`src/rtl/mem_io_pkg.sv`:
```
// mem_io_pkg: shared constants and types for the CPU-side memory/I-O responder.
//   IO_BASE_HI      cpu_a[17:16] value that selects the I/O window (0x30000).
//   OFF_*           I/O register offsets, decoded from cpu_a[2:0].
//   sel_e           registered read-source select (RAM or I/O).
package mem_io_pkg;

  localparam logic [1:0] IO_BASE_HI = 2'b11;

  localparam logic [2:0] OFF_UART  = 3'd0;
  localparam logic [2:0] OFF_CLK   = 3'd4;
  localparam logic [2:0] OFF_SNAP1 = 3'd5;
  localparam logic [2:0] OFF_SNAP2 = 3'd6;
  localparam logic [2:0] OFF_SNAP3 = 3'd7;

  typedef enum logic {
    SEL_RAM,
    SEL_IO
  } sel_e;

endpackage

```
`src/rtl/sync_fifo.sv`:
```
// sync_fifo: single-clock FIFO with occupancy count.
//   clk_in, rst_in  clock, asynchronous active-high reset (empties the FIFO).
//   push, din       write request/data; ignored when full unless a pop frees the slot.
//   pop, dout       read request/head data; pop ignored when empty, dout is 0 when empty.
//   empty, full     status flags.
//   count           number of stored entries (0..DEPTH).
// DEPTH must be a power of 2 so the pointers wrap naturally.
module sync_fifo #(
  parameter int unsigned WIDTH = 8,
  parameter int unsigned DEPTH = 16
) (
  input  logic                     clk_in,
  input  logic                     rst_in,
  input  logic                     push,
  input  logic                     pop,
  input  logic [WIDTH-1:0]         din,
  output logic [WIDTH-1:0]         dout,
  output logic                     empty,
  output logic                     full,
  output logic [$clog2(DEPTH):0]   count
);

  localparam int unsigned AW = $clog2(DEPTH);
  localparam logic [AW:0] FULL_CNT = DEPTH[AW:0];

  logic [WIDTH-1:0] r_mem [DEPTH];
  logic [AW-1:0]    r_rptr;
  logic [AW-1:0]    r_wptr;
  logic [AW:0]      r_count;

  logic w_do_push;
  logic w_do_pop;

  assign empty = (r_count == '0);
  assign full  = (r_count == FULL_CNT);
  assign count = r_count;

  // A pop in the same cycle frees the slot, so a push while full still lands.
  assign w_do_pop  = pop & ~empty;
  assign w_do_push = push & (~full | w_do_pop);

  always_ff @(posedge clk_in or posedge rst_in) begin
    if (rst_in) begin
      r_rptr  <= '0;
      r_wptr  <= '0;
      r_count <= '0;
    end else begin
      if (w_do_push) r_wptr <= r_wptr + 1'b1;
      if (w_do_pop)  r_rptr <= r_rptr + 1'b1;
      case ({w_do_push, w_do_pop})
        2'b10:   r_count <= r_count + 1'b1;
        2'b01:   r_count <= r_count - 1'b1;
        default: r_count <= r_count;
      endcase
    end
  end

  // Storage needs no reset; dout is masked while empty.
  always_ff @(posedge clk_in) begin
    if (w_do_push) r_mem[r_wptr] <= din;
  end

  assign dout = empty ? '0 : r_mem[r_rptr];

endmodule

```
`src/rtl/mem_io_ctrl.sv`:
```
// mem_io_ctrl: responder for the CPU byte memory bus.
//   clk_in, rst_in, rdy_in          clock, async active-high reset, global CPU ready.
//   cpu_a, cpu_wdata, cpu_wr        CPU request; cpu_rdata returned one cycle later.
//   io_buffer_full                  TX FIFO is within FULL_MARGIN slots of full.
//   ram_a, ram_wdata, ram_we        external 128KB RAM (combinational from the request).
//   ram_rdata                       RAM read data, one cycle after the address.
//   tx_data, tx_valid, tx_ready     UART transmit stream (from TX FIFO).
//   rx_data, rx_valid, rx_ready     UART receive stream (into RX FIFO).
//   program_stop, tx_overflow       sticky status flags.
// I/O window at cpu_a[17:16]==2'b11, register offset cpu_a[2:0]:
//   0 rd: pop RX byte (0 when empty)   0 wr: push TX byte (0x00 filtered)
//   4 rd: counter[7:0] + snapshot       4 wr: set program_stop, push 0x00
//   5..7 rd: snapshot bytes 1..3
module mem_io_ctrl
  import mem_io_pkg::*;
#(
  parameter int unsigned TX_DEPTH    = 16,
  parameter int unsigned RX_DEPTH    = 8,
  parameter int unsigned FULL_MARGIN = 4
) (
  input  logic        clk_in,
  input  logic        rst_in,
  input  logic        rdy_in,
  input  logic [31:0] cpu_a,
  input  logic [7:0]  cpu_wdata,
  input  logic        cpu_wr,
  output logic [7:0]  cpu_rdata,
  output logic        io_buffer_full,
  output logic [16:0] ram_a,
  output logic [7:0]  ram_wdata,
  output logic        ram_we,
  input  logic [7:0]  ram_rdata,
  output logic [7:0]  tx_data,
  output logic        tx_valid,
  input  logic        tx_ready,
  input  logic [7:0]  rx_data,
  input  logic        rx_valid,
  output logic        rx_ready,
  output logic        program_stop,
  output logic        tx_overflow
);

  localparam int unsigned TXCW = $clog2(TX_DEPTH) + 1;
  localparam int unsigned RXCW = $clog2(RX_DEPTH) + 1;
  localparam logic [TXCW-1:0] TX_FULL_TH = TXCW'(TX_DEPTH - FULL_MARGIN);

  // Registers
  sel_e        r_sel;
  logic [7:0]  r_io_rdata;
  logic [31:0] r_cnt;
  logic [31:0] r_snap;
  logic        r_stop;
  logic        r_ovf;

  // Decode
  logic        w_io_sel;
  logic [2:0]  w_off;
  logic        w_rd_io;
  logic        w_wr_io;
  logic [7:0]  w_io_rdata;

  // FIFO wiring
  logic            w_tx_push_req;
  logic            w_tx_pop;
  logic            w_tx_drop;
  logic [7:0]      w_tx_din;
  logic [7:0]      w_tx_dout;
  logic            w_tx_empty;
  logic            w_tx_full;
  logic [TXCW-1:0] w_tx_count;

  logic            w_rx_push;
  logic            w_rx_pop;
  logic [7:0]      w_rx_dout;
  logic            w_rx_empty;
  logic            w_rx_full;
  logic [RXCW-1:0] w_rx_count;

  logic            w_unused;

  assign w_io_sel = (cpu_a[17:16] == IO_BASE_HI);
  assign w_off    = cpu_a[2:0];
  assign w_rd_io  = rdy_in & w_io_sel & ~cpu_wr;
  assign w_wr_io  = rdy_in & w_io_sel & cpu_wr;

  // RAM path is purely combinational; the RAM registers the address itself.
  assign ram_a     = cpu_a[16:0];
  assign ram_wdata = cpu_wdata;
  assign ram_we    = cpu_wr & rdy_in & ~w_io_sel;

  // TX push: UART data (non-zero only) or the stop marker, blocked once stopped.
  assign w_tx_push_req = w_wr_io & ~r_stop &
                         (((w_off == OFF_UART) & (cpu_wdata != 8'h00)) | (w_off == OFF_CLK));
  assign w_tx_din      = (w_off == OFF_CLK) ? 8'h00 : cpu_wdata;
  assign w_tx_pop      = ~w_tx_empty & tx_ready;
  assign w_tx_drop     = w_tx_push_req & w_tx_full & ~w_tx_pop;

  // The FIFO ignores a pop while empty, so reads of an empty RX return 0 with no pop.
  assign w_rx_pop  = w_rd_io & (w_off == OFF_UART);
  assign w_rx_push = rx_valid & ~w_rx_full;

  assign tx_valid       = ~w_tx_empty;
  assign tx_data        = w_tx_dout;
  assign rx_ready       = ~w_rx_full;
  assign io_buffer_full = (w_tx_count >= TX_FULL_TH);
  assign program_stop   = r_stop;
  assign tx_overflow    = r_ovf;

  assign cpu_rdata = (r_sel == SEL_RAM) ? ram_rdata : r_io_rdata;

  always_comb begin
    w_io_rdata = 8'h00;
    if (w_io_sel && !cpu_wr) begin
      case (w_off)
        OFF_UART:  w_io_rdata = w_rx_dout;
        OFF_CLK:   w_io_rdata = r_cnt[7:0];
        OFF_SNAP1: w_io_rdata = r_snap[15:8];
        OFF_SNAP2: w_io_rdata = r_snap[23:16];
        OFF_SNAP3: w_io_rdata = r_snap[31:24];
        default:   w_io_rdata = 8'h00;
      endcase
    end
  end

  // Read-return pipeline; holds while the CPU is stalled.
  always_ff @(posedge clk_in or posedge rst_in) begin
    if (rst_in) begin
      r_sel      <= SEL_RAM;
      r_io_rdata <= 8'h00;
    end else if (rdy_in) begin
      r_sel      <= w_io_sel ? SEL_IO : SEL_RAM;
      r_io_rdata <= w_io_rdata;
    end
  end

  // Cycle counter and its snapshot; reading byte 0 freezes all four bytes.
  always_ff @(posedge clk_in or posedge rst_in) begin
    if (rst_in) begin
      r_cnt  <= 32'h0;
      r_snap <= 32'h0;
    end else begin
      if (rdy_in) r_cnt <= r_cnt + 32'h1;
      if (w_rd_io && (w_off == OFF_CLK)) r_snap <= r_cnt;
    end
  end

  always_ff @(posedge clk_in or posedge rst_in) begin
    if (rst_in) begin
      r_stop <= 1'b0;
      r_ovf  <= 1'b0;
    end else begin
      if (w_wr_io && (w_off == OFF_CLK)) r_stop <= 1'b1;
      if (w_tx_drop) r_ovf <= 1'b1;
    end
  end

  sync_fifo #(
    .WIDTH (8),
    .DEPTH (TX_DEPTH)
  ) u_tx_fifo (
    .clk_in (clk_in),
    .rst_in (rst_in),
    .push   (w_tx_push_req),
    .pop    (w_tx_pop),
    .din    (w_tx_din),
    .dout   (w_tx_dout),
    .empty  (w_tx_empty),
    .full   (w_tx_full),
    .count  (w_tx_count)
  );

  sync_fifo #(
    .WIDTH (8),
    .DEPTH (RX_DEPTH)
  ) u_rx_fifo (
    .clk_in (clk_in),
    .rst_in (rst_in),
    .push   (w_rx_push),
    .pop    (w_rx_pop),
    .din    (rx_data),
    .dout   (w_rx_dout),
    .empty  (w_rx_empty),
    .full   (w_rx_full),
    .count  (w_rx_count)
  );

  assign w_unused = ^{cpu_a[31:18], w_rx_count, w_rx_empty};

endmodule

```
`config.mk`:
```
export PLATFORM = sky130hd
export DESIGN_NAME = mem_io_ctrl
export DESIGN_NICKNAME = d
export VERILOG_FILES = /design/src/rtl/mem_io_pkg.sv /design/src/rtl/sync_fifo.sv /design/src/rtl/mem_io_ctrl.sv
export SDC_FILE = /design/constraint.sdc
export NUM_CORES = 1
export LEC_CHECK = 0
export ABC_CLOCK_PERIOD_IN_PS = 3400
export CELL_PAD_IN_SITES_DETAIL_PLACEMENT = 0
export CELL_PAD_IN_SITES_GLOBAL_PLACEMENT = 1
export CORE_MARGIN = 2
export CORE_UTILIZATION = 49
export DETAILED_ROUTE_END_ITERATION = 8
export GPL_ROUTABILITY_DRIVEN = 0
export PLACE_DENSITY = 0.88
export SYNTH_ARGS = -nofsm -noshare
export SYNTH_HDL_FRONTEND = slang
export SYNTH_SLANG_ARGS = --single-unit
export TNS_END_PERCENT = 30
```
`constraint.sdc`:
```
create_clock -name clk_in -period 3.4 [get_ports clk_in]
set_input_delay 0.68 -clock clk_in [delete_from_list [all_inputs] [get_ports clk_in]]
set_output_delay 0.68 -clock clk_in [all_outputs]
set_load 0.01 [all_outputs]
```
Word level (Yosys, flattened, before mapping)
Memories as Yosys holds them, arrays and structs flattened.
Cells that the tools add are included.
{"block": "word_totals", "mem_count": 2, "regBits": 98, "mem_bits_rw": 192, "inputBits": 62}
{"memory": "u_tx_fifo.r_mem", "words": 16, "word_bits": 8, "read_ports": 1, "rd_clocked_by_memory_dff": 0, "wr": 1, "line_no": "sync_fifo.sv:26", "source": "logic [WIDTH-1:0] r_mem [DEPTH];"}
{"memory": "u_rx_fifo.r_mem", "words": 8, "word_bits": 8, "read_ports": 1, "rd_clocked_by_memory_dff": 0, "wr": 1, "line_no": "sync_fifo.sv:26"}
{"block": "classes", "n_lt_le_gt_ge": 1, "n_bitwise": 28, "addsub": 9, "eq_ne": 11, "n_reduce_logical": 10, "mux": 13}
{"op": "8-bit two-way mux", "count": 5}
{"op": "8-bit case mux with 5 select lines", "count": 1}
{"op": "32-bit by 1-bit adder with 32-bit output (second input constant)", "count": 1}
{"op": "1-bit bitwise AND", "count": 17}
{"op": "4-bit by 1-bit adder with 4-bit output (second input constant)", "count": 3}
{"op": "3-bit == test (second input constant)", "count": 4}
{"op": "5-bit case mux with 2 select lines", "count": 1}
{"op": "1-bit NOT", "count": 8}
{"op": "4-bit case mux with 2 select lines", "count": 1}
{"op": "8-bit nonzero test", "count": 1}
{"op": "3-bit by 1-bit adder with 3-bit output (second input constant)", "count": 2}
{"op": "2-bit == test (second input constant)", "count": 3}
{"op": "5-bit by 1-bit adder with 5-bit output (second input constant)", "count": 1}
{"op": "5-bit == test (second input constant)", "count": 1}
{"op": "5-bit by 4-bit >= comparator with 1-bit output (second input constant)", "count": 1}
{"op": "5-bit logical NOT", "count": 1}
{"op": "1-bit two-way mux", "count": 5}
{"op": "5-bit by 1-bit subtractor with 5-bit output (second input constant)", "count": 1}
{"op": "2-bit by 1-bit == test with 1-bit output (second input constant)", "count": 2}
{"op": "4-bit == test (second input constant)", "count": 1}
{"op": "4-bit logical NOT", "count": 1}
{"op": "2-bit nonzero test", "count": 2}
{"op": "4-bit by 1-bit subtractor with 4-bit output (second input constant)", "count": 1}
{"op": "1-bit logical AND", "count": 3}
{"op": "other kinds (3)", "count": 5}

Depth between registers and ports, before layout
Gate-level depths: netlist of run 1.
{"block": "depth", "ltp_word": 9, "mapped_depth": 12, "depth_no_buf": 11}

Modules after synthesis
From an unflattened synthesis of run 1, not the netlist that was laid out.
{"block": "unflattened", "hier_cells": 773, "hier_area_um2": 12449.4}
{"mod": "sync_fifo (u_tx_fifo)", "area_each_um2": 5835.6, "cells_each": 306, "instances": 1}
{"mod": "mem_io_ctrl", "area_each_um2": 3485.8, "cells_each": 297, "instances": 1}
{"mod": "sync_fifo (u_rx_fifo)", "area_each_um2": 3128.0, "cells_each": 170, "instances": 1}

Worst setup path before layout of run 1
OpenSTA, ideal clock, no wires.
{"block": "synth_timing", "path_kind": "input to register", "start": "input rdy_in", "end": "register u_rx_fifo.r_count[3], in the netlist u_rx_fifo.count[3]", "cell_stages": 11, "setup_time_ns": 0.079, "path_slack_ns": 0.451, "arrival_time_ns": 2.870, "cell_sequence": "buf_4 -> nand3_1 -> nor2_1 -> nand3_1 -> inv_1 -> ha_1 -> or3b_2 -> o21ai_0 -> nand3b_1 -> a21oi_1 -> xor2_1"}
{"block": "synth_via", "elab_chain_cells": 8, "word_cells_on_any_way": 10, "classes_between": "eq/ne (2); mux (1); bitwise (6); reduce/logical (1)"}
{"item": "from (decl)", "line_no": "mem_io_ctrl.sv:23", "source": "input logic rdy_in,"}
{"item": "1-bit bitwise AND (*) (2 in series)", "line_no": "mem_io_ctrl.sv:83", "source": "assign w_rd_io = rdy_in & w_io_sel & ~cpu_wr;"}
{"item": "1-bit bitwise AND (*)", "line_no": "mem_io_ctrl.sv:99", "source": "assign w_rx_pop = w_rd_io & (w_off == OFF_UART);"}
{"item": "1-bit bitwise AND (*)", "line_no": "sync_fifo.sv:39", "source": "assign w_do_pop = pop & ~empty;"}
{"item": "via u_rx_fifo.w_do_pop", "line_no": "sync_fifo.sv:32", "source": "logic w_do_pop;"}
{"item": "1-bit bitwise OR", "line_no": "sync_fifo.sv:40", "source": "assign w_do_push = push & (~full | w_do_pop);"}
{"item": "1-bit bitwise AND", "line_no": "sync_fifo.sv:40"}
{"item": "2-bit by 1-bit == test with 1-bit output or 2-bit == test (tied branches)", "line_no": "sync_fifo.sv:50", "source": "case ({w_do_push, w_do_pop})"}
{"item": "4-bit case mux with 2 select lines or 2-bit nonzero test (tied branches)"}
{"item": "to (signal assigned)", "line_no": "sync_fifo.sv:51", "source": "2'b10: r_count <= r_count + 1'b1;"}
{"item": "to (signal assigned)", "line_no": "sync_fifo.sv:52", "source": "2'b01: r_count <= r_count - 1'b1;"}
{"item": "to (signal assigned)", "line_no": "sync_fifo.sv:53", "source": "default: r_count <= r_count;"}
{"item": "to (decl)", "line_no": "sync_fifo.sv:29", "source": "logic [AW:0] r_count;"}
The timed path passes the listed nets; every way through them passes the cells marked *.
A chain may end at the register's enable or synchronous reset.

Worst setup path in the final report of run 1
{"block": "layout_timing", "start": "register u_tx_fifo.r_rptr[0]", "end": "output tx_data[4]"}
{"block": "layout_via", "elab_chain_cells": 2}
{"item": "from (decl)", "line_no": "sync_fifo.sv:27", "source": "logic [AW-1:0] r_rptr;"}
{"item": "from (signal assigned)", "line_no": "sync_fifo.sv:49", "source": "if (w_do_pop) r_rptr <= r_rptr + 1'b1;"}
{"item": "memory 16 x 8 bit"}
{"item": "8-bit two-way mux", "line_no": "sync_fifo.sv:63", "source": "assign dout = empty ? '0 : r_mem[r_rptr];"}
{"item": "to (decl)", "line_no": "mem_io_ctrl.sv:33", "source": "output logic [7:0] tx_data,"}
No other way between the ends.

==> impl_metrics.ini, run 1 <==
[yosys]
yosysUniqueCellTypes = 45
synth_warnings = 0
synth_cells = 702
async_reset_ff_share_pct = 31.9
ys_ff_latch = 282
synth_edf_count = 192
yosysSeqAreaShare_pct = 66.8
synth_area_per_cell_um2 = 17.1
synthFlopType = edfxtp_1
syn_area_mm2 = 0.0120
syn_nets = 779

[critical_path]
crit_fanout = 7
cp.arrival_ns = 2.63
end_kind = primary output
setup.worst_path.start_class = register
critPathKind = reg -> out
cp.required_ns = 2.72

[die]
initial_core_util_pct = 49.7
die_w_um = 161
rows = 57
fp.dieArea_mm2 = 0.0258
io_pins = 109
dieHeight_um = 161
coreArea_mm2 = 0.0242

[global_routing]
antenna_found_initial = 0
grt_max_degree = 47
grt_overflow = 0
grt_pass1_wl_um = 38000
first_global_vias = 6877
grt_use_total_pct = 19.1

[placement]
portBuffers = 68
place_hpwl_um = 15900
post_dp_cell_area_mm2 = 0.0132

[cells_and_area]
drive_gt1_share_pct = 26.0
diodes = 0
area_growth_syn_to_layout_pct = 18.5
fillers = 1717
nets = 885
final_area_mm2 = 0.0142

[clock_network]
insertion_delay_ns = 0.54
cts.sinks = 282
clkTransAtPathRegs_ns = 0.06
clk_path_buf_depth = 3
numCtsBuffers = 28
cts_root_buf = clkbuf_16
cts_tree = built
cts_max_level = 1

[pwr]
ir_drop_mv = 0.470
p_sw_w = 0.00262
switching_share_pct = 26.7
p_leak_nw = 5.29
clockPowerShare_pct = 31.7
combPwrFrac_pct = 24.1
power.density_mw_per_mm2 = 691
power_frac_seq_pct = 44.1
p_total_w = 0.00982
p_int_w = 0.00720

[timing]
rsz0062_at_grt = no
timing.hold.ws_ns = 0.432
period_share_pct = 97.3
finalSetupTns_ns = 0
fin_worst_skew_ns = 0.0163
slew_headroom_pct = 29.6
fin_crit_ns = 3.31
timing.fmax_ghz = 0.302
worst_pin_slew_ns = 1.06
finalMaxSlewViolations = 0
setup_viol = 0
finalHoldViolCount = 0

[route]
drt_wl_total_um = 24100
drc_errors = 0
wire_per_inst_um = 20.9
drt-pass1-iter-count = 5
drtIter0Drc = 496
vias_per_cell = 5.59
ant_nets = 0
num_vias = 6454

[flow_run]
max_cap_viol_count = 0

[hold_path]
hp-class = in -> async

[status]
status = finished, final reports clean
[metrics by stage]
| step | util [%] | setup WS [ns] | std cells |
|---|---|---|---|
| after floorplan | - | 0.385 | 702 |
| after CTS | 59.0 | 0.0182 | 1155 |
| final | 58.8 | 0.0902 | 1154 |
| after global placement | 54.7 | 0.0399 | 1098 |
| after detailed placement | 54.7 | -0.0470 | 1098 |
| after global routing | 58.8 | 0.00195 | 1154 |
[flip-flops by register name, indices dropped and copies added (netlist names)]
register          flops
u_rx_fifo.count       4
u_tx_fifo.r_mem     128
r_cnt                32
u_rx_fifo.r_rptr      3
tx_overflow           1
u_tx_fifo.r_rptr      4
r_io_rdata            8
u_tx_fifo.r_wptr      4
r_snap               24
u_rx_fifo.r_mem      64
program_stop          1
u_tx_fifo.count       5
u_rx_fifo.r_wptr      3
r_sel                 1
[worst max-delay path: stages, from the launching register on]
cell     delay, ns
dfrtp_2       0.42
buf_6         0.13
buf_6         0.11
buf_16        0.13
mux4_2        0.51
mux4_2        0.49
and2_4        0.18
buf_2         0.13
[final cells by class]
cell class / instances / area (um2) / share of cell area (%)
flip-flops and latches: 282 / 8020 / 56.4
multi-input cells: 353 / 3610 / 25.4
repair buffers: 127 / 1170 / 8.25
clock buffers: 31 / 733 / 5.15
well taps: 324 / 405 / 2.85
clock inverters: 21 / 219 / 1.54
inverters: 16 / 61.3 / 0.431
[power groups by stage]
stage	logic, W	clock network (W)	registers (W)
after detailed placement	0.00234	0	0.00440
after floorplan	0.00170	0	0.00419
after global routing	0.00258	0.00331	0.00438
final	0.00237	0.00312	0.00434
after CTS	0.00244	0.00318	0.00434
after global placement	0.00224	0	0.00436
[final timing paths]
path / startpoint / to / slack (ns) / depth (start not counted)
max: u_tx_fifo.r_rptr[0] / tx_data[4] / 0.09 / 7
min: rst_in / u_tx_fifo.count[1] / 0.43 / 2
max reg2reg: u_tx_fifo.count[0] / u_tx_fifo.count[4] / 0.84 / 9
min reg2reg: tx_overflow / tx_overflow / 0.48 / 1
max in group asynchronous: rst_in / r_cnt[11] / 2.30 / 3
min in group clk_in: tx_overflow / tx_overflow / 0.48 / 1
[placed cells by master (no fill, tap or decap), types with 6 or more instances in the layout]
cell / instances
ha_1: 14
xor2_1: 15
xnor2_1: 34
a21oi_1: 6
nand3_1: 22
mux2i_1: 8
and3_1: 7
mux4_1: 8
clkinv_2: 7
buf_4: 52
clkbuf_16: 29
nor2_1: 29
nor3_1: 11
nand2_1: 33
mux4_2: 56
o221ai_1: 7
dfrtp_1: 89
nand4_1: 10
edfxtp_1: 192
and2_1: 14
inv_1: 15
mux2_2: 37
clkdlybuf4s50_1: 60
[synthesized netlist by cell type, types with 3 or more instances]
cell	number	area, um2
nand2b_1	5	31.3
a21oi_1	6	30.0
nand4_1	10	62.6
buf_2	7	35.0
buf_1	5	18.8
mux2i_1	8	80.1
mux4_1	8	210
edfxtp_1	192	5770
nand2_1	33	124
buf_4	30	225
ha_1	14	175
and3_1	7	43.8
o21ai_0	5	25.0
nor2_1	29	109
xor2_1	15	131
nor4_1	3	18.8
mux2_4	4	60.1
xnor2_1	34	298
dfrtp_1	90	2250
mux4_2	56	1260
nand3_1	22	110
and4_1	3	26.3
nor3_1	11	55.1
clkbuf_1	8	30.0
mux2_2	37	417
and2_1	16	100
o221ai_1	7	61.3
inv_1	16	60.1
[layer usage]
metal / wire length (um) / share of wire, % / vias up / GRT usage, %
li1: - / - / 2880 / -
met1: 9510 / 40 / 3325 / 25.0
met2: 12900 / 53 / 214 / 34.3
met3: 1250 / 5.2 / 35 / 2.45
met4: 436 / 1.8 / 0 / 4.30
met5: 0 / 0 / - / 0
[cell families after synthesis]
logic type                 after synthesis  synth area share (%)
AOI/OAI and AO/OA                       25                  1.42
xor gates and xnor gates                49                  3.57
adders and majority gates               15                  1.63
buffers and inverters                   67                  3.17
DFF                                    282                  66.8
muxes                                  113                  16.9
and+or+nand+nor                        151                  6.54
[timing repair]
| item | CTS | global route |
|---|---|---|
| gates resized for setup | 30 | 0 |
| buffers inserted | 3 | 0 |
| endpoints found under the setup margin | 8 | 2 |
| cloned | 2 | 0 |
| endpoints found under the hold margin | 0 | 0 |
| pin swaps | 0 | 0 |
| hold buffers | 0 | 0 |
No activity file was read; power rests on OpenSTA's default activity.
==> inputs of run 2 (changes only) <==
CAP_MARGIN = 30   (was default)
==> run 2 against run 1 <==
  * Sequential share of layout area decreased by 0.11 points
  * Power grew 0.36%
  * Core utilization increased by 0.11 points
  * Clock skew increased by 0.0026 ns
  * Flip-flop and latch count is the same
  * Clock power is essentially flat
  * Worst hold slack got worse by 0.0013 ns
  * Largest cell class unchanged
==> impl_metrics.ini, run 2 (same netlist as run 1, synthesis figures left out) <==
[pwr]
p_int_w = 0.00723
switching_share_pct = 26.7
ir_drop_mv = 0.470
power_frac_seq_pct = 43.7
combPwrFrac_pct = 24.7
power.density_mw_per_mm2 = 692
p_leak_nw = 5.30
p_sw_w = 0.00263
clockPowerShare_pct = 31.7

[clock_network]
cts_root_buf = clkbuf_16
numCtsBuffers = 28
cts_max_level = 1
clk_path_buf_depth = 3
cts_tree = built
clkTransAtPathRegs_ns = 0.06
cts.sinks = 282
insertion_delay_ns = 0.54

[global_routing]
antenna_found_initial = 0
grt_max_degree = 47
grt_use_total_pct = 19.1
first_global_vias = 6877
grt_overflow = 0
grt_pass1_wl_um = 38000

[critical_path]
worstPathCellList = buf_6 > buf_12 > mux4_2 > mux4_2 > and2_1 > clkdlybuf4s15_1
cp_common_cell = mux4_2
reg2regPathDepth = 9
cp-startpoint = u_tx_fifo.r_rptr[0]
crit_path_top_delay_cell = mux4_2
cp.required_ns = 2.72
endpoint = tx_data[5]
reg2reg_slack_ns = 0.84
cp_top_family = multiplexers
r2r_end = u_tx_fifo.count[4]
setup.worst_path.start_class = register
cp.depth = 6
end_kind = primary output
max_stage_delay_ns = 0.54
crit_buf_inv = 3
cp.arrival_ns = 2.63
crit_fanout = 8
critPathKind = reg -> out
r2r-start = u_tx_fifo.count[0]

[timing]
fin_crit_ns = 3.31
setup_viol = 0
finalMaxSlewViolations = 0
worst_pin_slew_ns = 0.879
finalSetupTns_ns = 0
slew_headroom_pct = 41.4
timing.hold.ws_ns = 0.430
timing.fmax_ghz = 0.302
fin_worst_skew_ns = 0.0189
finalHoldViolCount = 0
period_share_pct = 97.4
rsz0062_at_grt = no

[die]
rows = 57
dieHeight_um = 161
die_w_um = 161
coreArea_mm2 = 0.0242
initial_core_util_pct = 49.7
fp.dieArea_mm2 = 0.0258
io_pins = 109

[placement]
post_dp_cell_area_mm2 = 0.0132
portBuffers = 68
placed_cells = 1098
place_hpwl_um = 15900

[route]
drtIter0Drc = 553
drt-pass1-iter-count = 4
wire_per_inst_um = 21.0
ant_nets = 0
drt_wl_total_um = 24300
drc_errors = 0
num_vias = 6495
vias_per_cell = 5.62

[cells_and_area]
diodes = 0
layout_common_cells = edfxtp_1, dfrtp_1, clkdlybuf4s50_1
area_growth_syn_to_layout_pct = 18.7
final_area_mm2 = 0.0143
seq_area_mm2 = 0.00802
drive_gt1_share_pct = 26.1
fillers = 1715
largestRegisters = u_tx_fifo.r_mem x128, u_rx_fifo.r_mem x64, r_cnt x32
nets = 886
mostFrequentLayoutCell = edfxtp_1
regMostFlops = u_tx_fifo.r_mem
largest_register_ff_count = 128
multiInputGateArea_mm2 = 0.00361
final_cell_count_no_fill = 1155

[status]
status = finished, final reports clean

[flow_run]
max_cap_viol_count = 0

[hold_path]
hp-class = in -> async
## run 2: cell count changes in the layout (fill, tap and decap cells not counted), sizes merged
cell  before  now
buf       64   65
## run 2: layer usage
layer  vias up  share of wire (%)  global-route usage, %
met5         -                  0                      0
met4         0                1.8                   4.30
met3        37                5.1                   2.45
met2       201                 54                   34.3
met1      3374                 39                   25.0
li1       2883                  -                      -
## run 2: how the worst min path moves through the flow
stage | cells after the start | slack (ns) | endpoint
after floorplan | 1 | 0.44 | r_cnt[31]
after global placement | 1 | 0.46 | r_cnt[31]
after detailed placement | 1 | 0.47 | tx_overflow
after CTS | 2 | 0.42 | u_tx_fifo.count[2]
after global routing | 2 | 0.47 | u_tx_fifo.count[2]
final | 2 | 0.43 | u_tx_fifo.count[1]
## run 2: what timing repair did
item	CTS	global route
hold endpoints to repair	0	0
buffers inserted	3	0
gates resized for setup	30	0
hold buffers	0	0
setup endpoints to repair	8	2
gates cloned	2	0
## run 2: metrics by stage
stage | setup WS, ns | util [%] | power [W]
detailed placement | -0.0470 | 54.7 | 0.00673
global route | 0.00195 | 59.0 | 0.0103
floorplan | 0.385 | - | 0.00589
global placement | 0.0399 | 54.7 | 0.00660
CTS | 0.0182 | 59.0 | 0.00996
finish | 0.0875 | 59.0 | 0.00986
## run 2: power groups by stage
stage                     Sequential [W]  Clock, W  Combinational [W]
final                            0.00431   0.00312            0.00243
after global routing             0.00434   0.00331            0.00264
after CTS                        0.00434   0.00318            0.00244
after detailed placement         0.00440         0            0.00234
after global placement           0.00436         0            0.00224
after floorplan                  0.00419         0            0.00170
## run 2: cell type report
| class | instances | area share [%] |
|---|---|---|
| clock buffers | 31 | 5.14 |
| clock inverters | 21 | 1.54 |
| inverters | 16 | 0.430 |
| multi-input cells | 353 | 25.4 |
| flip-flops and latches | 282 | 56.3 |
| well taps | 324 | 2.84 |
| repair buffers | 128 | 8.43 |
